===== config.mk =====
export PLATFORM = sky130hd
export DESIGN_NAME = fcvt_issue_ctrl
export DESIGN_NICKNAME = d
export VERILOG_FILES = /design/src/rtl/fcvt_issue_ctrl_pkg.sv /design/src/rtl/fcvt_issue_ctrl_ftoi.sv /design/src/rtl/fcvt_issue_ctrl.sv
export SDC_FILE = /design/constraint.sdc
export NUM_CORES = 1
export LEC_CHECK = 0
export ABC_CLOCK_PERIOD_IN_PS = 20700
export BUFFER_PORTS_ARGS = -buffer_cell sky130_fd_sc_hd__buf_4
export CAP_MARGIN = 20
export CORE_MARGIN = 4
export CORE_UTILIZATION = 35
export DETAILED_ROUTE_END_ITERATION = 6
export PLACE_DENSITY = 0.63
export SETUP_SLACK_MARGIN = 0.02
export SYNTH_ARGS = -nofsm -noshare
export SYNTH_HDL_FRONTEND = slang
export SYNTH_SLANG_ARGS = --single-unit

===== constraint.sdc =====
create_clock -name clk -period 20.7 [get_ports clk]
set_input_delay 2.07 -clock clk [delete_from_list [all_inputs] [get_ports clk]]
set_output_delay 2.07 -clock clk [all_outputs]
set_load 0.01 [all_outputs]

===== src/rtl/fcvt_issue_ctrl_pkg.sv =====
// Shared constants for the ftoi issue controller: pipeline latency, default
// tag width and the packed {data, tag, src} result-entry width.
package fcvt_issue_ctrl_pkg;

  localparam int FTOI_LAT  = 2;
  localparam int TAG_W_DEF = 4;

  function automatic int entry_w(input int tag_w);
    return 32 + tag_w + 1;
  endfunction

  localparam int ENTRY_W_DEF = entry_w(TAG_W_DEF);

endpackage


===== src/rtl/fcvt_issue_ctrl_ftoi.sv =====
// Fixed-latency, non-stallable float32 -> int32 converter (two register stages).
// Rounds half away from zero; biased exponents below 126 or above 157 give 0.
module fcvt_issue_ctrl_ftoi
  import fcvt_issue_ctrl_pkg::*;
(
  input  logic        clk,
  input  logic        reset,
  input  logic [31:0] op,
  output logic [31:0] result
);

  logic [31:0] s1_op;
  logic [31:0] s2_res;
  logic [31:0] conv;
  logic [7:0]  exp_f;
  logic [31:0] m32;
  logic [4:0]  rsh;
  logic [4:0]  rb_idx;
  logic [2:0]  lsh;
  logic [31:0] mag;

  always_comb begin
    exp_f  = s1_op[30:23];
    m32    = {8'd0, 1'b1, s1_op[22:0]};
    rsh    = 5'(8'd150 - exp_f);
    rb_idx = rsh - 5'd1;
    lsh    = 3'(exp_f - 8'd150);
    mag    = '0;
    conv   = '0;
    if (exp_f >= 8'd126 && exp_f <= 8'd157) begin
      // The bit just below the integer point decides round-up on the magnitude.
      if (exp_f >= 8'd150) mag = m32 << lsh;
      else                 mag = (m32 >> rsh) + {31'd0, m32[rb_idx]};
      conv = s1_op[31] ? (~mag + 32'd1) : mag;
    end
  end

  always_ff @(posedge clk or negedge reset) begin
    if (!reset) begin
      s1_op  <= '0;
      s2_res <= '0;
    end else begin
      s1_op  <= op;
      s2_res <= conv;
    end
  end

  assign result = s2_res;

endmodule


===== src/rtl/fcvt_issue_ctrl.sv =====
// Round-robin issue controller for the shared ftoi pipeline, with shadow
// tag/source tracking and a credit-protected result FIFO.
module fcvt_issue_ctrl
  import fcvt_issue_ctrl_pkg::*;
#(
  parameter int TAG_W      = TAG_W_DEF,
  parameter int FIFO_DEPTH = 4
)(
  input  logic             clk,
  input  logic             reset,
  input  logic             req0_valid,
  input  logic [31:0]      req0_op,
  input  logic [TAG_W-1:0] req0_tag,
  output logic             req0_ready,
  input  logic             req1_valid,
  input  logic [31:0]      req1_op,
  input  logic [TAG_W-1:0] req1_tag,
  output logic             req1_ready,
  output logic             rsp_valid,
  output logic [31:0]      rsp_data,
  output logic [TAG_W-1:0] rsp_tag,
  output logic             rsp_src,
  input  logic             rsp_ready,
  output logic             busy
);

  localparam int ENTRY_W = entry_w(TAG_W);
  localparam int CNT_W   = $clog2(FIFO_DEPTH + 1);
  localparam int PTR_W   = (FIFO_DEPTH > 1) ? $clog2(FIFO_DEPTH) : 1;

  // Handshakes: a transfer happens in any cycle where valid && ready are both
  // high. Request ready is combinational from credit and arbitration; response
  // valid comes only from registered FIFO state, and ready never gates valid.

  logic                last;
  logic                gnt;
  logic                credit_ok;
  logic                accept;
  logic [CNT_W:0]      credit_used;
  logic [31:0]         issue_op;
  logic [TAG_W:0]      issue_meta;
  logic [31:0]         ftoi_res;

  logic [FTOI_LAT-1:0] sh_v;
  logic [TAG_W:0]      sh_meta [FTOI_LAT];

  logic [ENTRY_W-1:0]  mem [FIFO_DEPTH];
  logic [PTR_W-1:0]    wr_ptr;
  logic [PTR_W-1:0]    rd_ptr;
  logic [CNT_W-1:0]    count;
  logic                push;
  logic                pop;

  // Credit counts buffered plus in-flight entries; a same-cycle pop is not credited.
  always_comb begin
    credit_used = (CNT_W + 1)'(count);
    for (int i = 0; i < FTOI_LAT; i++) credit_used = credit_used + (CNT_W + 1)'(sh_v[i]);
    credit_ok = reset && (credit_used < (CNT_W + 1)'(FIFO_DEPTH));
  end

  always_comb begin
    gnt = ~last;
    if (req0_valid && !req1_valid)      gnt = 1'b0;
    else if (req1_valid && !req0_valid) gnt = 1'b1;
    req0_ready = credit_ok & ~gnt;
    req1_ready = credit_ok & gnt;
    accept     = (req0_valid & req0_ready) | (req1_valid & req1_ready);
    issue_op   = gnt ? req1_op : req0_op;
    issue_meta = gnt ? {req1_tag, 1'b1} : {req0_tag, 1'b0};
  end

  fcvt_issue_ctrl_ftoi u_ftoi (
    .clk    (clk),
    .reset  (reset),
    .op     (issue_op),
    .result (ftoi_res)
  );

  assign push      = sh_v[FTOI_LAT-1];
  assign rsp_valid = (count != '0);
  assign pop       = rsp_valid & rsp_ready;
  assign busy      = (|sh_v) | rsp_valid;

  always_ff @(posedge clk or negedge reset) begin
    if (!reset) begin
      last   <= 1'b1;
      sh_v   <= '0;
      count  <= '0;
      wr_ptr <= '0;
      rd_ptr <= '0;
    end else begin
      if (accept) last <= gnt;
      sh_v <= {sh_v[FTOI_LAT-2:0], accept};
      if (push) wr_ptr <= (wr_ptr == PTR_W'(FIFO_DEPTH - 1)) ? '0 : wr_ptr + PTR_W'(1);
      if (pop)  rd_ptr <= (rd_ptr == PTR_W'(FIFO_DEPTH - 1)) ? '0 : rd_ptr + PTR_W'(1);
      if (push && !pop)      count <= count + CNT_W'(1);
      else if (!push && pop) count <= count - CNT_W'(1);
    end
  end

  // Shadow metadata and FIFO storage need no reset: the valid bits and count qualify them.
  always_ff @(posedge clk) begin
    sh_meta[0] <= issue_meta;
    for (int i = 1; i < FTOI_LAT; i++) sh_meta[i] <= sh_meta[i-1];
    if (push) mem[wr_ptr] <= {ftoi_res, sh_meta[FTOI_LAT-1]};
  end

  assign {rsp_data, rsp_tag, rsp_src} = mem[rd_ptr];

endmodule


==> results of run 1 <==
==> routing by layer <==
metal  part of all wire, %  vias up
li1                      -     4190
met3                   5.3       65
met1                    44     4424
met4                   3.5        0
met2                    47      311
met5                     0        -
==> cells in the mapped netlist, types with 6 or more instances <==
library cell	number
buf_2	7
and2_1	8
buf_1	14
nand2b_1	7
mux4_2	54
or3_1	11
and3_1	7
xor2_1	16
xnor2_1	29
a211oi_1	10
nor4_1	17
dfrtp_1	73
edfxtp_1	148
nand3_1	28
ha_1	17
o21ai_0	42
nor2_1	89
o31ai_1	16
o22ai_1	6
nor3_1	24
dfxtp_1	10
inv_1	13
clkbuf_1	36
mux2_2	59
nand2_1	74
o211ai_1	13
nor2b_1	9
mux2i_1	57
a31oi_1	8
a21oi_1	35
==> report_power, final <==
| group | total (W) | switching [W] | leakage (nW) | internal (W) |
|---|---|---|---|---|
| Combinational | 0.00100 | 0.000584 | 2.79 | 0.000417 |
| Clock | 0.000458 | 0.000176 | 0.421 | 0.000282 |
| Sequential | 0.000638 | 0.0000582 | 2.45 | 0.000579 |
| Total | 0.00210 | 0.000819 | 5.66 | 0.00128 |
==> registers in the layout, summed over array words and instances (netlist names) <==
signal and flops:
u_ftoi.result 32, sh_meta 10, count 3, mem 148, u_ftoi.s1_op 32, sh_v 2
last 1, wr_ptr 2, rd_ptr 2
==> critical path, delay by kind of cell, from the launching register on <==
family | cells | cell delay [ns]
buffers and inverters | 2 | 0.60
DFF | 1 | 0.33
adders and majority gates | 2 | 0.42
muxes | 1 | 0.28
xor gates and xnor gates | 2 | 0.44
AOI/OAI and AO/OA | 6 | 2.12
and+or+nand+nor | 9 | 2.38
==> kinds of logic after synthesis <==
logic type | after synthesis | synth area share [%]
adders and majority gates | 18 | 1.822
DFF | 232 | 50.88
and+or+nand+nor | 302 | 11.85
muxes | 170 | 19.19
xor gates and xnor gates | 46 | 3.214
buffers and inverters | 79 | 2.861
AOI/OAI and AO/OA | 189 | 10.18
==> worst max-delay path by stage <==
stage | endpoint | cells after the start
final | u_ftoi.result[28] | 22
after global routing | u_ftoi.result[22] | 22
after CTS | u_ftoi.result[28] | 22
after detailed placement | u_ftoi.result[28] | 22
after global placement | u_ftoi.result[26] | 22
after floorplan | u_ftoi.result[28] | 29
==> final cells by class <==
cell class              instances  share of cell area, %
well taps                     461                  3.849
inverters                      13                 0.3257
clock buffers                  31                  4.459
flip-flops and latches        232                  43.38
repair buffers                139                  6.964
clock inverters                15                  1.336
multi-input cells             725                  39.69
==> stage by stage <==
stage          instances  instance area, um2  power [W]
6_report            1616               14980   0.002097
5_1_grt             1616               14980   0.002233
4_1_cts             1616               14980   0.002114
3_5_place_dp        1570               14120   0.001648
3_3_place_gp        1569               14110   0.001644
2_1_floorplan       1036               12770   0.001332
==> run summary, run 1 <==
======================================================================================
Outcome                                                                   finished clean
Pre-antenna DRT Iters                                                                6
Clock slew at the register clock pins of the worst setup and hold paths        0.06 ns
Number of DRC markers in iteration 0                                               850
Worst-Skew Late Latency                                                        0.53 ns
R2R cell count                                                                      22
Max-slew violation count                                                             0
Final hold vios                                                                      0
Gr busiest metal                                                                  met2
Share of Yosys cell area claimed by the top area cell type                      34.80%
Total CTS buffers                                                                   25
Number of instances resized during post-cts repair                                   0
Number of antenna violations at the first check in global routing                    0
Cells along the critical path                                             buf_4 -> nor2b_1 -> o21a_1 -> nor2_1 -> nand3_1 -> xnor2_1 -> mux4_2 -> nand2_1 -> o31ai_1 -> ha_1 -> ha_1 -> inv_1 -> nor4_1 -> a221o_1 -> nand3b_2 -> o31a_1 -> o31ai_1 -> and4b_1 -> nand3_1 -> o41ai_2 -> xnor2_1 -> nor2_1
Boundary pin count                                                                 118
Most frequently used flop master after synthesis                              edfxtp_1
Setup total negative slack                                                        0 ns
Synthesized instance count                                                        1036
Vias per inst                                                                    5.563
Synth top area cells                                                      edfxtp_1, dfrtp_1, mux4_2
Area of all sequential standard cells                                         6500 um2
Share of layout cells above drive strength 1                                    27.88%
Final setup violation count                                                          0
Number of nets with antenna violations after detailed routing                        0
Number of inserted filler cells in the final layout                               3394
Post-detailed-route DRC marker count                                                 0
Post-synthesis sequential element count                                            232
I/O Buffers                                                                        117
Final worst-path setup slack                                                  13.96 ns
Util after Layout                                                               41.92%
Crit path largest cell delay                                                   0.71 ns
Ant diodes                                                                           0
Avg Inst Size Synth                                                          12.33 um2
Max-capacitance violation count                                                      0
Register-to-register setup slack                                              13.96 ns
Core Area                                                                    35740 um2
Crit path kind                                                              reg -> reg
Arrival time at the worst endpoint                                             7.14 ns
Number of vias in the routed layout                                               8990
Clock tree root buffer cell                                                  clkbuf_16
Asr flop ratio synth                                                            31.90%
Min cycle time layout                                                         6.740 ns
NumNets Final                                                                     1231
Synth cell types                                                                    86
Largest buffer count on any clock path                                               3
Static leakage power                                                          5.664 nW
Data required time of the critical path                                       21.10 ns
HPWL after DPL                                                                23630 um
R2r endpoint                                                              u_ftoi.result[28]
Power density cells                                                       139.9 nW/um2
Period utilisation layout                                                       32.56%
WL final                                                                      32940 um
CTS H-Tree Depth                                                                     1
Pre-CTS worst setup slack                                                     14.00 ns
Global-route usage over all layers                                              16.59%
Max Clock Freq                                                              0.1484 GHz
Startpoint of the lowest-slack hold path                                  sh_meta[0][0]
Top library cells by usage in the layout, fill and taps aside             edfxtp_1, buf_4, nor2_1
Crit path launch type                                                         register
Multi-input logic area                                                        5947 um2
Remaining global-route overflow                                                      0
Maximum fanout count along the critical path                                        65
RSZ-0062 raised after global routing                                                no
Dominant cell type by area after synthesis                                    edfxtp_1
Die area                                                                     39610 um2
Class of the worst hold path                                                reg -> reg
Met1 Track Usage GR                                                             22.76%
Met2 track demand over resource in global routing                               27.35%
Synthesized netlist net count                                                     1131
Area grow syn2layout                                                            17.34%
Maximum VDD drop                                                              55.87 uV
Hold_ws                                                                      0.3313 ns
Average wire per cell in the routed design                                    20.38 um
Cell Rows                                                                           69
Slowest-stage cell, CP                                                          nor2_1
Number of buffers added to fix hold violations after cts                             0
Commonest non-fill, non-tap cell in the layout                                edfxtp_1
TritonCTS clock tree                                                             built
Worst rel slew slack                                                            30.63%
Die boundary width                                                            199.0 um
Startpoint of the lowest-slack register-to-register path                  u_ftoi.s1_op[23]
Setup crit start                                                          u_ftoi.s1_op[23]
Initial cell density of the core                                                35.73%
Sink of the worst hold path                                               sh_meta[0][5]
Number of global-route vias before repair                                         8989
Pin count of the biggest net entering global routing                                66
Least-Margin Pin Slew                                                         1.033 ns
Post-synthesis cell area                                                     12770 um2
Post-Route Skew                                                             0.02208 ns
Sequential area share after synthesis                                           50.88%
Number of synthesis warnings                                                         0
CP Capture Type                                                               register
EDFF count, synth                                                                  148
Floorplan die height                                                          199.0 um
GR Util met3                                                                    2.337%
Global-route wire length before repair                                        51990 um
Cell depth of the worst hold path                                                    0
TritonCTS sink count                                                               232
Buffers inserted by post-CTS timing repair                                           0
Final weighted congestion in routability-driven placement                       0.9105
======================================================================================
No activity file was read; power rests on OpenSTA's default activity.
==> run 2: changes to the inputs <==
- ABC_AREA: not set -> 1
- ABC_CLOCK_PERIOD_IN_PS: 20700 -> 6800
- clock period: 20.7 -> 6.8 ns (I/O delays scaled with it)
==> run 2 against run 1 <==
  * Critical endpoint is now u_ftoi.result[19]
  * Largest power group unchanged
  * Fmax rose by 36%
  * Sequential power rose to 3.2 times the previous value
  * Non-clock buffer count did not move
  * Count of clock-buffer cells in the layout fell by 4
  * Critical path depth rose by 5
  * Utilization fell by 0.91 points
  * Largest cell class unchanged
==> run summary, run 2 <==
======================================================================================
Class of the worst hold path                                                reg -> reg   unchanged
Post-synthesis cell area                                                     12920 um2   was 12770 um2
Max Clock Freq                                                              0.2024 GHz   was 0.1484 GHz
Hold_ws                                                                      0.3279 ns   was 0.3313 ns
Clock slew at the register clock pins of the worst setup and hold paths        0.06 ns   about the same
Synth cell count leaders                                                  nand2_1, nor2_1, nand3_1   was edfxtp_1, nor2_1, nand2_1
Average wire per cell in the routed design                                    16.02 um   was 20.38 um
Dominant cell type by area after synthesis                                    edfxtp_1   unchanged
Pre-antenna DRT Iters                                                                5   was 6
Period utilisation layout                                                       72.67%   was 32.56%
Number of antenna violations at the first check in global routing                    0   unchanged
Min cycle time layout                                                         4.941 ns   was 6.740 ns
Worst-Skew Late Latency                                                        0.52 ns   was 0.53 ns
R2R cell count                                                                      27   was 22
Die boundary width                                                            200.1 um   was 199.0 um
Share of Yosys cell area claimed by the top area cell type                      34.41%   was 34.80%
Maximum VDD drop                                                              183.8 uV   was 55.87 uV
Startpoint of the lowest-slack register-to-register path                  u_ftoi.s1_op[24]   was u_ftoi.s1_op[23]
Global-route wire length before repair                                        54860 um   was 51990 um
Final hold vios                                                                      0   unchanged
Synth cell types                                                                    51   was 86
Flip-flop count of the largest register, all copies and words added                148   unchanged
Top library cells by usage in the layout, fill and taps aside             nand2_1, nor2_1, nand3_1   was edfxtp_1, buf_4, nor2_1
Final weighted congestion in routability-driven placement                       0.9424   was 0.9105
Cell Rows                                                                           70   was 69
Startpoint of the lowest-slack hold path                                  sh_meta[0][1]   was sh_meta[0][0]
Vias per inst                                                                    5.057   was 5.563
Maximum fanout count along the critical path                                        31   was 65
Register-to-register setup slack                                               1.86 ns   was 13.96 ns
Total CTS buffers                                                                   24   was 25
Max-slew violation count                                                             0   unchanged
Crit path launch type                                                         register   unchanged
Worst rel slew slack                                                            35.50%   was 30.63%
Post-synthesis sequential element count                                            232   unchanged
Clock tree root buffer cell                                                  clkbuf_16   unchanged
Global-route usage over all layers                                              16.49%   was 16.59%
Cell depth of the worst hold path                                                    0   unchanged
Sink of the worst hold path                                               sh_meta[0][6]   was sh_meta[0][5]
Cell area reported after detailed placement                                  14200 um2   was 14120 um2
Least-Margin Pin Slew                                                        0.9654 ns   was 1.033 ns
Max-capacitance violation count                                                      0   unchanged
Die area                                                                     40040 um2   was 39610 um2
Post-detailed-route DRC marker count                                                 0   unchanged
RSZ-0062 raised after global routing                                                no   unchanged
Number of vias in the routed layout                                              10850   was 8990
Largest buffer count on any clock path                                               3   unchanged
Boundary pin count                                                                 118   unchanged
WL final                                                                      34370 um   was 32940 um
Util after Layout                                                               41.01%   was 41.92%
CTS H-Tree Depth                                                                     1   unchanged
Synth top area cells                                                      edfxtp_1, dfrtp_1, nand2_1   was edfxtp_1, dfrtp_1, mux4_2
Sequential area share after synthesis                                           50.30%   was 50.88%
NumNets Final                                                                     1754   was 1231
Most flops, register                                                               mem   unchanged
Number of nets with antenna violations after detailed routing                        0   unchanged
Initial cell density of the core                                                35.37%   was 35.73%
Power density cells                                                       457.7 nW/um2   was 139.9 nW/um2
Remaining global-route overflow                                                      0   unchanged
CP Capture Type                                                               register   unchanged
Data required time of the critical path                                        7.19 ns   was 21.10 ns
Power Total                                                                 0.006856 W   was 0.002097 W
Arrival time at the worst endpoint                                             5.33 ns   was 7.14 ns
Core Area                                                                    36520 um2   was 35740 um2
Final setup violation count                                                          0   unchanged
Area grow syn2layout                                                            15.96%   was 17.34%
R2r endpoint                                                              u_ftoi.result[19]   was u_ftoi.result[28]
TritonCTS clock tree                                                             built   unchanged
Number of global-route vias before repair                                        10160   was 8989
Number of inserted filler cells in the final layout                               3642   was 3394
Outcome                                                                   finished clean   unchanged
Floorplan die height                                                          200.1 um   was 199.0 um
Commonest non-fill, non-tap cell in the layout                                 nand2_1   was edfxtp_1
Setup total negative slack                                                        0 ns   unchanged
Crit path kind                                                              reg -> reg   unchanged
HPWL after DPL                                                                25170 um   was 23630 um
Asr flop ratio synth                                                            31.90%   unchanged
Final instance area                                                          14980 um2   about the same
Synthesized instance count                                                        1568   was 1036
EDFF count, synth                                                                  148   unchanged
Pin count of the biggest net entering global routing                                78   was 66
Post-Route Skew                                                             0.01767 ns   was 0.02208 ns
I/O Buffers                                                                        117   unchanged
Number of DRC markers in iteration 0                                               809   was 850
Cell with the most instances after synthesis                                   nand2_1   was edfxtp_1
Avg Inst Size Synth                                                          8.238 um2   was 12.33 um2
Most frequently used flop master after synthesis                              edfxtp_1   unchanged
Share of layout cells above drive strength 1                                    17.23%   was 27.88%
Synthesized netlist net count                                                     1663   was 1131
Static leakage power                                                          6.627 nW   was 5.664 nW
Ant diodes                                                                           0   unchanged
Number of synthesis warnings                                                         0   unchanged
TritonCTS sink count                                                               232   unchanged
======================================================================================
==> run 2: cell count changes after synthesis, moves of 24 or more <==
| cell | before | now |
|---|---|---|
| nand2_1 | 74 | 411 |
| o21ai_0 | 42 | 120 |
| inv_1 | 13 | 106 |
| o22ai_1 | 6 | 39 |
| mux4_2 | 54 | 0 |
| mux2_2 | 59 | 0 |
| nand3_1 | 28 | 153 |
| nand2_2 | 0 | 39 |
| xnor2_1 | 29 | 2 |
| mux2i_1 | 57 | 0 |
| nor2_1 | 89 | 181 |
| nor2_2 | 0 | 24 |
==> run 2: metal layers <==
| metal | vias up | wire (um) | global-route usage [%] |
|---|---|---|---|
| met1 | 5034 | 15200 | 22.61 |
| met5 | - | 0 | 0 |
| met3 | 58 | 1777 | 1.959 |
| met2 | 331 | 16360 | 27.71 |
| li1 | 5425 | - | - |
| met4 | 0 | 1026 | 4.844 |
==> run 2: kinds of logic after synthesis <==
logic type               share of synthesized area (%)
flip-flops                                       50.30
XOR/XNOR                                        0.6103
adder cells (fa/ha/maj)                          1.802
AO/OA/AOI/OAI                                    10.39
buffers and inverters                            6.383
AND/OR/NAND/NOR                                  30.51
==> run 2: area by class of cell <==
class | instances | area, um2 | share of cell area, %
clock buffer | 27 | 621.8 | 4.151
clock inverter | 17 | 142.6 | 0.9522
sequential | 232 | 6499 | 43.38
multi-input combinational | 1141 | 5607 | 37.43
inverter | 121 | 454.2 | 3.032
timing repair buffer | 139 | 1070 | 7.142
tap | 468 | 585.6 | 3.909
==> run 2: repair_timing <==
action	in CTS	in global routing
resized for setup	0	0
hold buffers	1	0
hold endpoints to repair	13	0
buffers inserted	0	0
==> run 2: how the worst max path moves through the flow <==
stage | to | start | cells past startpoint
after global routing | u_ftoi.result[27] | u_ftoi.s1_op[24] | 28
final | u_ftoi.result[19] | u_ftoi.s1_op[24] | 27
after floorplan | u_ftoi.result[14] | u_ftoi.s1_op[24] | 27
after CTS | u_ftoi.result[19] | u_ftoi.s1_op[24] | 27
after detailed placement | u_ftoi.result[14] | u_ftoi.s1_op[24] | 25
after global placement | u_ftoi.result[31] | u_ftoi.s1_op[24] | 27
==> run 2: power by group <==
group | switching, W | internal, W | total (W) | leakage, nW
Sequential | 0.000160 | 0.00186 | 0.00202 | 2.37
Combinational | 0.00243 | 0.00115 | 0.00358 | 3.87
Clock | 0.000515 | 0.000733 | 0.00125 | 0.382
==> run 2: worst max-delay path, stage by stage, from the launching register on <==
cell and delay [ns]:
dfrtp_1 0.32, buf_4 0.27, clkinv_1 0.10, buf_4 0.22
ha_1 0.58, buf_4 0.30, nand2_1 0.07, nand2_1 0.20
inv_1 0.12, a21oi_1 0.15, o21ai_0 0.11, a21oi_1 0.12
o21ai_0 0.12, ha_1 0.26, ha_1 0.28, a22o_1 0.22
inv_1 0.10, nand2_1 0.07, nor2_2 0.15, nand3_1 0.10
nor2_2 0.16, nand3_2 0.14, nor2_2 0.19, nand2_2 0.10
nand2_2 0.09, nand2_1 0.07, o21ai_1 0.14, nor2_1 0.07
==> run 2: through the flow <==
stage,instances,setup WS [ns]
global route,2145,1.475
global placement,2098,2.092
finish,2145,1.859
detailed placement,2100,1.929
CTS,2145,1.906
floorplan,1568,2.022
